### config.mk
export PLATFORM = sky130hd
export DESIGN_NAME = alu_arbiter_flat
export DESIGN_NICKNAME = d
export VERILOG_FILES = /design/src/rtl/alu_arbiter_if.sv /design/src/rtl/alu_arbiter.sv /design/src/flat_wrapper.sv
export SDC_FILE = /design/constraint.sdc
export NUM_CORES = 1
export LEC_CHECK = 0
export CORE_AREA = 3 3 123 125
export DETAILED_ROUTE_END_ITERATION = 12
export DIE_AREA = 0 0 126 128
export PLACE_DENSITY = 0.77
export REMOVE_ABC_BUFFERS = 1
export SYNTH_ARGS = -nofsm -noshare
export SYNTH_HDL_FRONTEND = slang
export SYNTH_SLANG_ARGS = --single-unit
export TNS_END_PERCENT = 20
### constraint.sdc
create_clock -name CLK -period 3.7 [get_ports CLK]
set_input_delay 0.74 -clock CLK [delete_from_list [all_inputs] [get_ports CLK]]
set_output_delay 0.74 -clock CLK [all_outputs]
set_load 0.005 [all_outputs]
### src/rtl/alu_arbiter_if.sv
// rtl/alu_arbiter_if.sv - request/response and ALU-side signal bundle for alu_arbiter (stats under ALU_ARB_STATS_EN)
interface alu_arbiter_if #(
  parameter int WORD_W = 32,
  parameter int OP_W   = 4,
  parameter int STAT_W = 16
);
  logic              req0_valid, req0_ready, req1_valid, req1_ready;
  logic [OP_W-1:0]   req0_op, req1_op;
  logic [WORD_W-1:0] req0_a, req0_b, req1_a, req1_b;
  logic              rsp0_valid, rsp0_ready, rsp1_valid, rsp1_ready;
  logic [WORD_W-1:0] rsp0_data, rsp1_data;
  logic [2:0]        rsp0_flags, rsp1_flags;
  logic [OP_W-1:0]   alu_op;
  logic [WORD_W-1:0] alu_porta, alu_portb, alu_out;
  logic              alu_neg, alu_ovf, alu_zero;
`ifdef ALU_ARB_STATS_EN
  logic [STAT_W-1:0] stat_gnt0, stat_gnt1, stat_busy;

  modport slave (
    input  req0_valid, req0_op, req0_a, req0_b, req1_valid, req1_op, req1_a, req1_b,
    output req0_ready, req1_ready,
    output rsp0_valid, rsp0_data, rsp0_flags, rsp1_valid, rsp1_data, rsp1_flags,
    input  rsp0_ready, rsp1_ready,
    output alu_op, alu_porta, alu_portb,
    input  alu_out, alu_neg, alu_ovf, alu_zero,
    output stat_gnt0, stat_gnt1, stat_busy
  );
  modport master (
    output req0_valid, req0_op, req0_a, req0_b, req1_valid, req1_op, req1_a, req1_b,
    input  req0_ready, req1_ready,
    input  rsp0_valid, rsp0_data, rsp0_flags, rsp1_valid, rsp1_data, rsp1_flags,
    output rsp0_ready, rsp1_ready,
    input  alu_op, alu_porta, alu_portb,
    output alu_out, alu_neg, alu_ovf, alu_zero,
    input  stat_gnt0, stat_gnt1, stat_busy
  );
`else
  modport slave (
    input  req0_valid, req0_op, req0_a, req0_b, req1_valid, req1_op, req1_a, req1_b,
    output req0_ready, req1_ready,
    output rsp0_valid, rsp0_data, rsp0_flags, rsp1_valid, rsp1_data, rsp1_flags,
    input  rsp0_ready, rsp1_ready,
    output alu_op, alu_porta, alu_portb,
    input  alu_out, alu_neg, alu_ovf, alu_zero
  );
  modport master (
    output req0_valid, req0_op, req0_a, req0_b, req1_valid, req1_op, req1_a, req1_b,
    input  req0_ready, req1_ready,
    input  rsp0_valid, rsp0_data, rsp0_flags, rsp1_valid, rsp1_data, rsp1_flags,
    output rsp0_ready, rsp1_ready,
    input  alu_op, alu_porta, alu_portb,
    output alu_out, alu_neg, alu_ovf, alu_zero
  );
`endif
endinterface

### src/rtl/alu_arbiter.sv
// rtl/alu_arbiter.sv - round-robin sharing of one combinational ALU between two requesters
// Optional saturating statistics counters are enabled by defining ALU_ARB_STATS_EN.
module alu_arbiter #(
  parameter int WORD_W = 32,
  parameter int OP_W   = 4,
  parameter int STAT_W = 16
) (
  input  logic          CLK,
  input  logic          nRST,
  alu_arbiter_if.slave  bus
);
  typedef enum logic [1:0] {IDLE, EXEC, RESP} state_t;

  state_t            r_state;
  logic              r_last_grant, r_gnt;
  logic [OP_W-1:0]   r_op;
  logic [WORD_W-1:0] r_a, r_b, r_data;
  logic [2:0]        r_flags;

  logic w_win1, w_accept, w_rsp_ready, w_resp;

  // Ready is gated by nRST so an asserted reset shows no ready even with valids held high.
  assign w_win1      = bus.req1_valid && (!bus.req0_valid || !r_last_grant);
  assign w_accept    = nRST && (r_state == IDLE) && (bus.req0_valid || bus.req1_valid);
  assign w_resp      = (r_state == RESP);
  assign w_rsp_ready = r_gnt ? bus.rsp1_ready : bus.rsp0_ready;

  assign bus.req0_ready = w_accept && !w_win1;
  assign bus.req1_ready = w_accept && w_win1;
  assign bus.rsp0_valid = w_resp && !r_gnt;
  assign bus.rsp1_valid = w_resp && r_gnt;
  assign bus.rsp0_data  = r_data;
  assign bus.rsp1_data  = r_data;
  assign bus.rsp0_flags = r_flags;
  assign bus.rsp1_flags = r_flags;
  assign bus.alu_op     = r_op;
  assign bus.alu_porta  = r_a;
  assign bus.alu_portb  = r_b;

  always_ff @(posedge CLK or negedge nRST) begin
    if (!nRST) begin
      r_state      <= IDLE;
      r_last_grant <= 1'b1;
      r_gnt        <= 1'b0;
      r_op         <= '0;
      r_a          <= '0;
      r_b          <= '0;
      r_data       <= '0;
      r_flags      <= '0;
    end else begin
      case (r_state)
        IDLE: if (w_accept) begin
          r_gnt        <= w_win1;
          r_last_grant <= w_win1;
          r_op         <= w_win1 ? bus.req1_op : bus.req0_op;
          r_a          <= w_win1 ? bus.req1_a  : bus.req0_a;
          r_b          <= w_win1 ? bus.req1_b  : bus.req0_b;
          r_state      <= EXEC;
        end
        EXEC: begin
          r_data  <= bus.alu_out;
          r_flags <= {bus.alu_neg, bus.alu_ovf, bus.alu_zero};
          r_state <= RESP;
        end
        RESP: if (w_rsp_ready) r_state <= IDLE;
        default: r_state <= IDLE;
      endcase
    end
  end

`ifdef ALU_ARB_STATS_EN
  logic [STAT_W-1:0] r_stat_gnt0, r_stat_gnt1, r_stat_busy;

  always_ff @(posedge CLK or negedge nRST) begin
    if (!nRST) begin
      r_stat_gnt0 <= '0;
      r_stat_gnt1 <= '0;
      r_stat_busy <= '0;
    end else begin
      if (bus.req0_ready && r_stat_gnt0 != '1) r_stat_gnt0 <= r_stat_gnt0 + STAT_W'(1);
      if (bus.req1_ready && r_stat_gnt1 != '1) r_stat_gnt1 <= r_stat_gnt1 + STAT_W'(1);
      if (r_state != IDLE && r_stat_busy != '1) r_stat_busy <= r_stat_busy + STAT_W'(1);
    end
  end

  assign bus.stat_gnt0 = r_stat_gnt0;
  assign bus.stat_gnt1 = r_stat_gnt1;
  assign bus.stat_busy = r_stat_busy;
`endif
endmodule

### src/flat_wrapper.sv
// flat-port wrapper written by rule: the top's interface ports become plain ports
module alu_arbiter_flat 
#(
  parameter int WORD_W = 32,
  parameter int OP_W   = 4,
  parameter int STAT_W = 16
)
  (CLK, nRST, bus_req0_valid, bus_req0_op, bus_req0_a, bus_req0_b, bus_req1_valid, bus_req1_op, bus_req1_a, bus_req1_b, bus_req0_ready, bus_req1_ready, bus_rsp0_valid, bus_rsp0_data, bus_rsp0_flags, bus_rsp1_valid, bus_rsp1_data, bus_rsp1_flags, bus_rsp0_ready, bus_rsp1_ready, bus_alu_op, bus_alu_porta, bus_alu_portb, bus_alu_out, bus_alu_neg, bus_alu_ovf, bus_alu_zero);
  alu_arbiter_if #(.WORD_W(WORD_W), .OP_W(OP_W), .STAT_W(STAT_W)) bus_i ();
  input  logic CLK;
  input  logic nRST;
  input wire logic [$bits(bus_i.req0_valid)-1:0] bus_req0_valid;
  input wire logic [$bits(bus_i.req0_op)-1:0] bus_req0_op;
  input wire logic [$bits(bus_i.req0_a)-1:0] bus_req0_a;
  input wire logic [$bits(bus_i.req0_b)-1:0] bus_req0_b;
  input wire logic [$bits(bus_i.req1_valid)-1:0] bus_req1_valid;
  input wire logic [$bits(bus_i.req1_op)-1:0] bus_req1_op;
  input wire logic [$bits(bus_i.req1_a)-1:0] bus_req1_a;
  input wire logic [$bits(bus_i.req1_b)-1:0] bus_req1_b;
  output wire logic [$bits(bus_i.req0_ready)-1:0] bus_req0_ready;
  output wire logic [$bits(bus_i.req1_ready)-1:0] bus_req1_ready;
  output wire logic [$bits(bus_i.rsp0_valid)-1:0] bus_rsp0_valid;
  output wire logic [$bits(bus_i.rsp0_data)-1:0] bus_rsp0_data;
  output wire logic [$bits(bus_i.rsp0_flags)-1:0] bus_rsp0_flags;
  output wire logic [$bits(bus_i.rsp1_valid)-1:0] bus_rsp1_valid;
  output wire logic [$bits(bus_i.rsp1_data)-1:0] bus_rsp1_data;
  output wire logic [$bits(bus_i.rsp1_flags)-1:0] bus_rsp1_flags;
  input wire logic [$bits(bus_i.rsp0_ready)-1:0] bus_rsp0_ready;
  input wire logic [$bits(bus_i.rsp1_ready)-1:0] bus_rsp1_ready;
  output wire logic [$bits(bus_i.alu_op)-1:0] bus_alu_op;
  output wire logic [$bits(bus_i.alu_porta)-1:0] bus_alu_porta;
  output wire logic [$bits(bus_i.alu_portb)-1:0] bus_alu_portb;
  input wire logic [$bits(bus_i.alu_out)-1:0] bus_alu_out;
  input wire logic [$bits(bus_i.alu_neg)-1:0] bus_alu_neg;
  input wire logic [$bits(bus_i.alu_ovf)-1:0] bus_alu_ovf;
  input wire logic [$bits(bus_i.alu_zero)-1:0] bus_alu_zero;
  assign bus_i.req0_valid = bus_req0_valid;
  assign bus_i.req0_op = bus_req0_op;
  assign bus_i.req0_a = bus_req0_a;
  assign bus_i.req0_b = bus_req0_b;
  assign bus_i.req1_valid = bus_req1_valid;
  assign bus_i.req1_op = bus_req1_op;
  assign bus_i.req1_a = bus_req1_a;
  assign bus_i.req1_b = bus_req1_b;
  assign bus_req0_ready = bus_i.req0_ready;
  assign bus_req1_ready = bus_i.req1_ready;
  assign bus_rsp0_valid = bus_i.rsp0_valid;
  assign bus_rsp0_data = bus_i.rsp0_data;
  assign bus_rsp0_flags = bus_i.rsp0_flags;
  assign bus_rsp1_valid = bus_i.rsp1_valid;
  assign bus_rsp1_data = bus_i.rsp1_data;
  assign bus_rsp1_flags = bus_i.rsp1_flags;
  assign bus_i.rsp0_ready = bus_rsp0_ready;
  assign bus_i.rsp1_ready = bus_rsp1_ready;
  assign bus_alu_op = bus_i.alu_op;
  assign bus_alu_porta = bus_i.alu_porta;
  assign bus_alu_portb = bus_i.alu_portb;
  assign bus_i.alu_out = bus_alu_out;
  assign bus_i.alu_neg = bus_alu_neg;
  assign bus_i.alu_ovf = bus_alu_ovf;
  assign bus_i.alu_zero = bus_alu_zero;
  alu_arbiter #(.WORD_W(WORD_W), .OP_W(OP_W), .STAT_W(STAT_W)) u_core (.CLK(CLK), .nRST(nRST), .bus(bus_i));
endmodule
# [Word-level counts from Yosys, hierarchy flattened]
# Cells that the tools add are included.
[word_totals] reg_bits=107 output_inout_bits=142 input_bits=177 word_cells=35
[op_classes] n_eq_ne=4 reduce_logical=16 muxes=7
[op_table] operator="$mux W32" count=2
[op_table] operator="$logic_and A1 B1 Y1" count=7
[op_table] operator="$pmux W2 S3" count=1
[op_table] operator="$logic_not A1 Y1" count=4
[op_table] operator="$mux W2" count=2
[op_table] operator="$mux W4" count=1
[op_table] operator="$ne A2 B1 Y1 const B" count=2
[op_table] operator="$reduce_and A2 Y1" count=2
[op_table] operator="$eq A2 B1 Y1 const B" count=1
[op_table] operator="$eq A2 B2 Y1 const B" count=1
[op_table] operator="$logic_not A2 Y1" count=1
[op_table] operator="$logic_or A1 B1 Y1" count=2
[op_table] operator="$mux W1" count=1

# [Longest topological paths before layout]
[depth] depth_word=5 mapped_depth=6 depth_no_buf=3

# [Least setup slack after synthesis]
# OpenSTA, ideal clock, no wires.
[synth_timing] kind="input-to-output" from="input port nRST" to="output port bus_req0_ready" required_time_ns=2.960 cell_stages=5 path_slack_ns=1.276 t_arrival_ns=1.684 n_path_buf=3 cell_sequence="or3b_1 buf_2 buf_6 buf_6 nor3b_1"
[synth_between] elab_chain_len=3
[synth_rtl] element="start, declared" line="flat_wrapper.sv:11" source="input logic nRST;"
[synth_rtl] element="$logic_and A1 B1 Y1 (2 in series)" line="alu_arbiter.sv:24" source="assign w_accept = nRST && (r_state == IDLE) && (bus.req0_valid || bus.req1_valid);"
[synth_rtl] element="$logic_and A1 B1 Y1" line="alu_arbiter.sv:28" source="assign bus.req0_ready = w_accept && !w_win1;"
[synth_rtl] element="end, declared" line="flat_wrapper.sv:20" source="output wire logic [$bits(bus_i.req0_ready)-1:0] bus_req0_ready;"
# Every way passes these cells.

# [Worst setup path after layout]
[layout_timing] from="input port bus_req1_valid" to="output port bus_req0_ready"
[layout_between] elab_chain_len=3 elab_cells_between_ends=5 classes_between="5 x reduce/logical"
[layout_rtl] element="start, declared" line="flat_wrapper.sv:16" source="input wire logic [$bits(bus_i.req1_valid)-1:0] bus_req1_valid;"
[layout_rtl] element="$logic_or A1 B1 Y1 or $logic_and A1 B1 Y1 (tied branches)" line="alu_arbiter.sv:24, alu_arbiter.sv:23"
[layout_rtl] element="$logic_and A1 B1 Y1 or $logic_not A1 Y1 (tied branches)" line="alu_arbiter.sv:24, alu_arbiter.sv:28"
[layout_rtl] element="$logic_and A1 B1 Y1 (*)" line="alu_arbiter.sv:28"
# Mark *: on every way between the ends. The rest lies on a longest branch, timed or not.

==> results.py <==
metrics = {
    "outcome": {
        "status": "completed",
    },
    "global_route": {
        "grt_pass1_vias": 4820,
        "grt_max_degree": 71,
        "overflow": 0,
        "grt_pass1_wl_mm": 26.6,
        "antenna_found_initial": 1,
        "grt_use_total_pct": 20.9,
    },
    "detailed_routing": {
        "drt_wl_total_mm": 17.4,
        "route.detailed.drc": 0,
        "vias": 4621,
        "avgRoutedWirePerCell_um": 19.7,
        "drt_first_pass_iters": 5,
        "drtIter0Drc": 208,
        "drt.antenna.violating_nets": 0,
        "viasPerCell": 5.22,
    },
    "synthesis": {
        "synth-seq-cells": 107,
        "yosysWarnings": 0,
        "yosysSeqAreaShare_pct": 53.9,
        "synth_area_per_cell_um2": 11.3,
        "synth_cells": 441,
        "ys_types": 22,
        "syn_area_um2": 4970,
    },
    "layout": {
        "final_cells": 886,
        "final_common_cell": "clkdlybuf4s50_1",
        "area_growth_pct": 66.9,
        "layout_common_cells": "clkdlybuf4s50_1, dfrtp_1, nand2_1",
        "layout-drive-gt1-share_pct": 10.8,
        "design_area_um2": 8290,
        "nNetsFinal": 878,
        "antenna_cells": 0,
    },
    "worst_setup_path": {
        "cp.required_ns": 2.96,
        "crit_start": "bus_req1_valid",
        "critPathLaunchType": "input port",
        "end_kind": "output port",
        "worstPathArrival_ns": 2.18,
        "r2r-start": "u_core.r_state[0]",
        "cp_max_fo": 3,
        "critPathKind": "in2out",
    },
    "placed_design": {
        "globalplace.congestion": 0.790,
        "dp_cells": 870,
        "place_area_um2": 8000,
        "port-buffer-count": 318,
        "hpwl_mm": 12.6,
    },
    "sta": {
        "fmax_mhz": 342,
        "slew-limit-headroom_pct": 45.0,
        "hold_viol": 0,
        "rsz0062_at_grt": "false",
        "period_share_pct": 79.0,
        "drv_slew": 0,
        "finalSetupViolCount": 0,
        "worstMarginPinSlew_ns": 0.825,
        "hold_slack_ns": 0.514,
        "fin_skew_ns": 0.0152,
        "min_period_ns": 2.92,
    },
    "cts": {
        "cts_tree": "yes",
        "root_buffer": "clkbuf_16",
        "ctsHoldBuffers": 0,
        "cts_made_buffers": 9,
        "cts_resized": 0,
        "path_clk_slew_ns": 0.06,
        "htreeDepth": 3,
        "cts_setup_buffers": 0,
        "cts_num_sinks": 107,
        "clk_path_buf_depth": 2,
        "insertion_delay_ns": 0.35,
    },
    "floorplan": {
        "start_util_pct": 35.5,
        "die_height_um": 128,
        "die_area_um2": 16100,
        "die_x_um": 126,
        "core_um2": 14000,
        "num_rows": 43,
        "io_pins": 319,
    },
    "run": {
        "cap_violations": 0,
    },
    "pwr": {
        "power_mw": 6.09,
        "ir_drop_v": 0.000298,
        "p_leak_nw": 3.37,
        "power_density_nw_per_um2": 734,
    },
    "worst_hold_path": {
        "hp-start": "u_core.bus.alu_porta[25]",
        "holdCritPathClass": "reg2reg",
    },
}
==> flip-flops by register name (all words and copies together), names as in the netlist <==
signal                 count
u_core.r_gnt               1
u_core.r_state             2
u_core.bus.rsp0_flags      3
u_core.r_last_grant        1
u_core.bus.alu_portb      32
u_core.bus.alu_porta      32
u_core.bus.alu_op          4
u_core.bus.rsp0_data      32
==> cells by family after synthesis <==
| logic type | count (synthesis) | synth area share (%) |
|---|---|---|
| and+or+nand+nor | 146 | 14.1 |
| DFF | 107 | 53.9 |
| buffers and inverters | 80 | 9.60 |
| AOI/OAI and AO/OA | 72 | 14.2 |
| muxes | 36 | 8.16 |
==> per-layer routing <==
metal,vias up,routed length (µm),GRT usage (%)
met2,247,8370,34.5
met3,34,1670,7.58
met1,2238,6910,24.9
met4,2,463,8.20
met5,-,13,0
li1,2100,-,-
==> worst paths after layout <==
check                                      endpoint  slack (ns)  cells past startpoint
max in group asynchronous  u_core.bus.alu_portb[18]        1.99                      3
setup / recovery                     bus_req0_ready        0.78                      4
setup reg to reg           u_core.bus.alu_porta[31]        1.55                      4
hold reg to reg            u_core.bus.alu_porta[25]        0.51                      1
hold / removal             u_core.bus.alu_porta[25]        0.51                      1
min in group asynchronous  u_core.bus.rsp0_data[30]        0.55                      2
==> worst max-delay path, stage by stage <==
cell and delay [ns]:
clkdlybuf4s50_1 0.48, nor2b_4 0.16, nor3b_1 0.21, clkdlybuf4s50_1 0.60
==> cells in the mapped netlist (all sizes together) <==
| library cell | number | area share, % |
|---|---|---|
| nor2 | 2 | 0.15 |
| dfrtp | 106 | 53 |
| nand2 | 69 | 5.2 |
| nand2b | 2 | 0.25 |
| nor3b | 2 | 0.30 |
| nor2b | 1 | 0.13 |
| o21ai | 2 | 0.20 |
| mux2 | 36 | 8.2 |
| a221o | 68 | 14 |
| dfstp | 1 | 0.53 |
| a21o | 2 | 0.30 |
| nor3 | 68 | 7.8 |
| or3b | 1 | 0.18 |
| buf | 64 | 8.4 |
| clkbuf | 14 | 1.1 |
| inv | 2 | 0.15 |
| and3 | 1 | 0.13 |
==> final cells by class <==
class | instances | area [µm²]
clock buffers | 10 | 229
clock inverters | 6 | 63.8
fillers | 1166 | 5700
inverters | 2 | 7.51
multi-input cells | 254 | 1830
flip-flops and latches | 107 | 2680
well taps | 180 | 225
repair buffers | 327 | 3260
==> stage by stage <==
stage          utilization [%]  TNS (ns)  setup slack, ns
6_report                  59.3         0            0.778
5_1_grt                   59.3         0            0.648
4_1_cts                   59.3         0            0.728
3_5_place_dp              57.2         0            0.743
3_3_place_gp              57.2         0            0.694
2_1_floorplan                -     -7.93           -0.504
==> report_power, final <==
group | leakage, nW | internal, mW | switching [mW]
logic | 1.93 | 1.96 | 1.02
registers | 1.30 | 1.74 | 0.414
clock network | 0.139 | 0.525 | 0.424
Note: power is estimated with default switching activity, not from simulation.
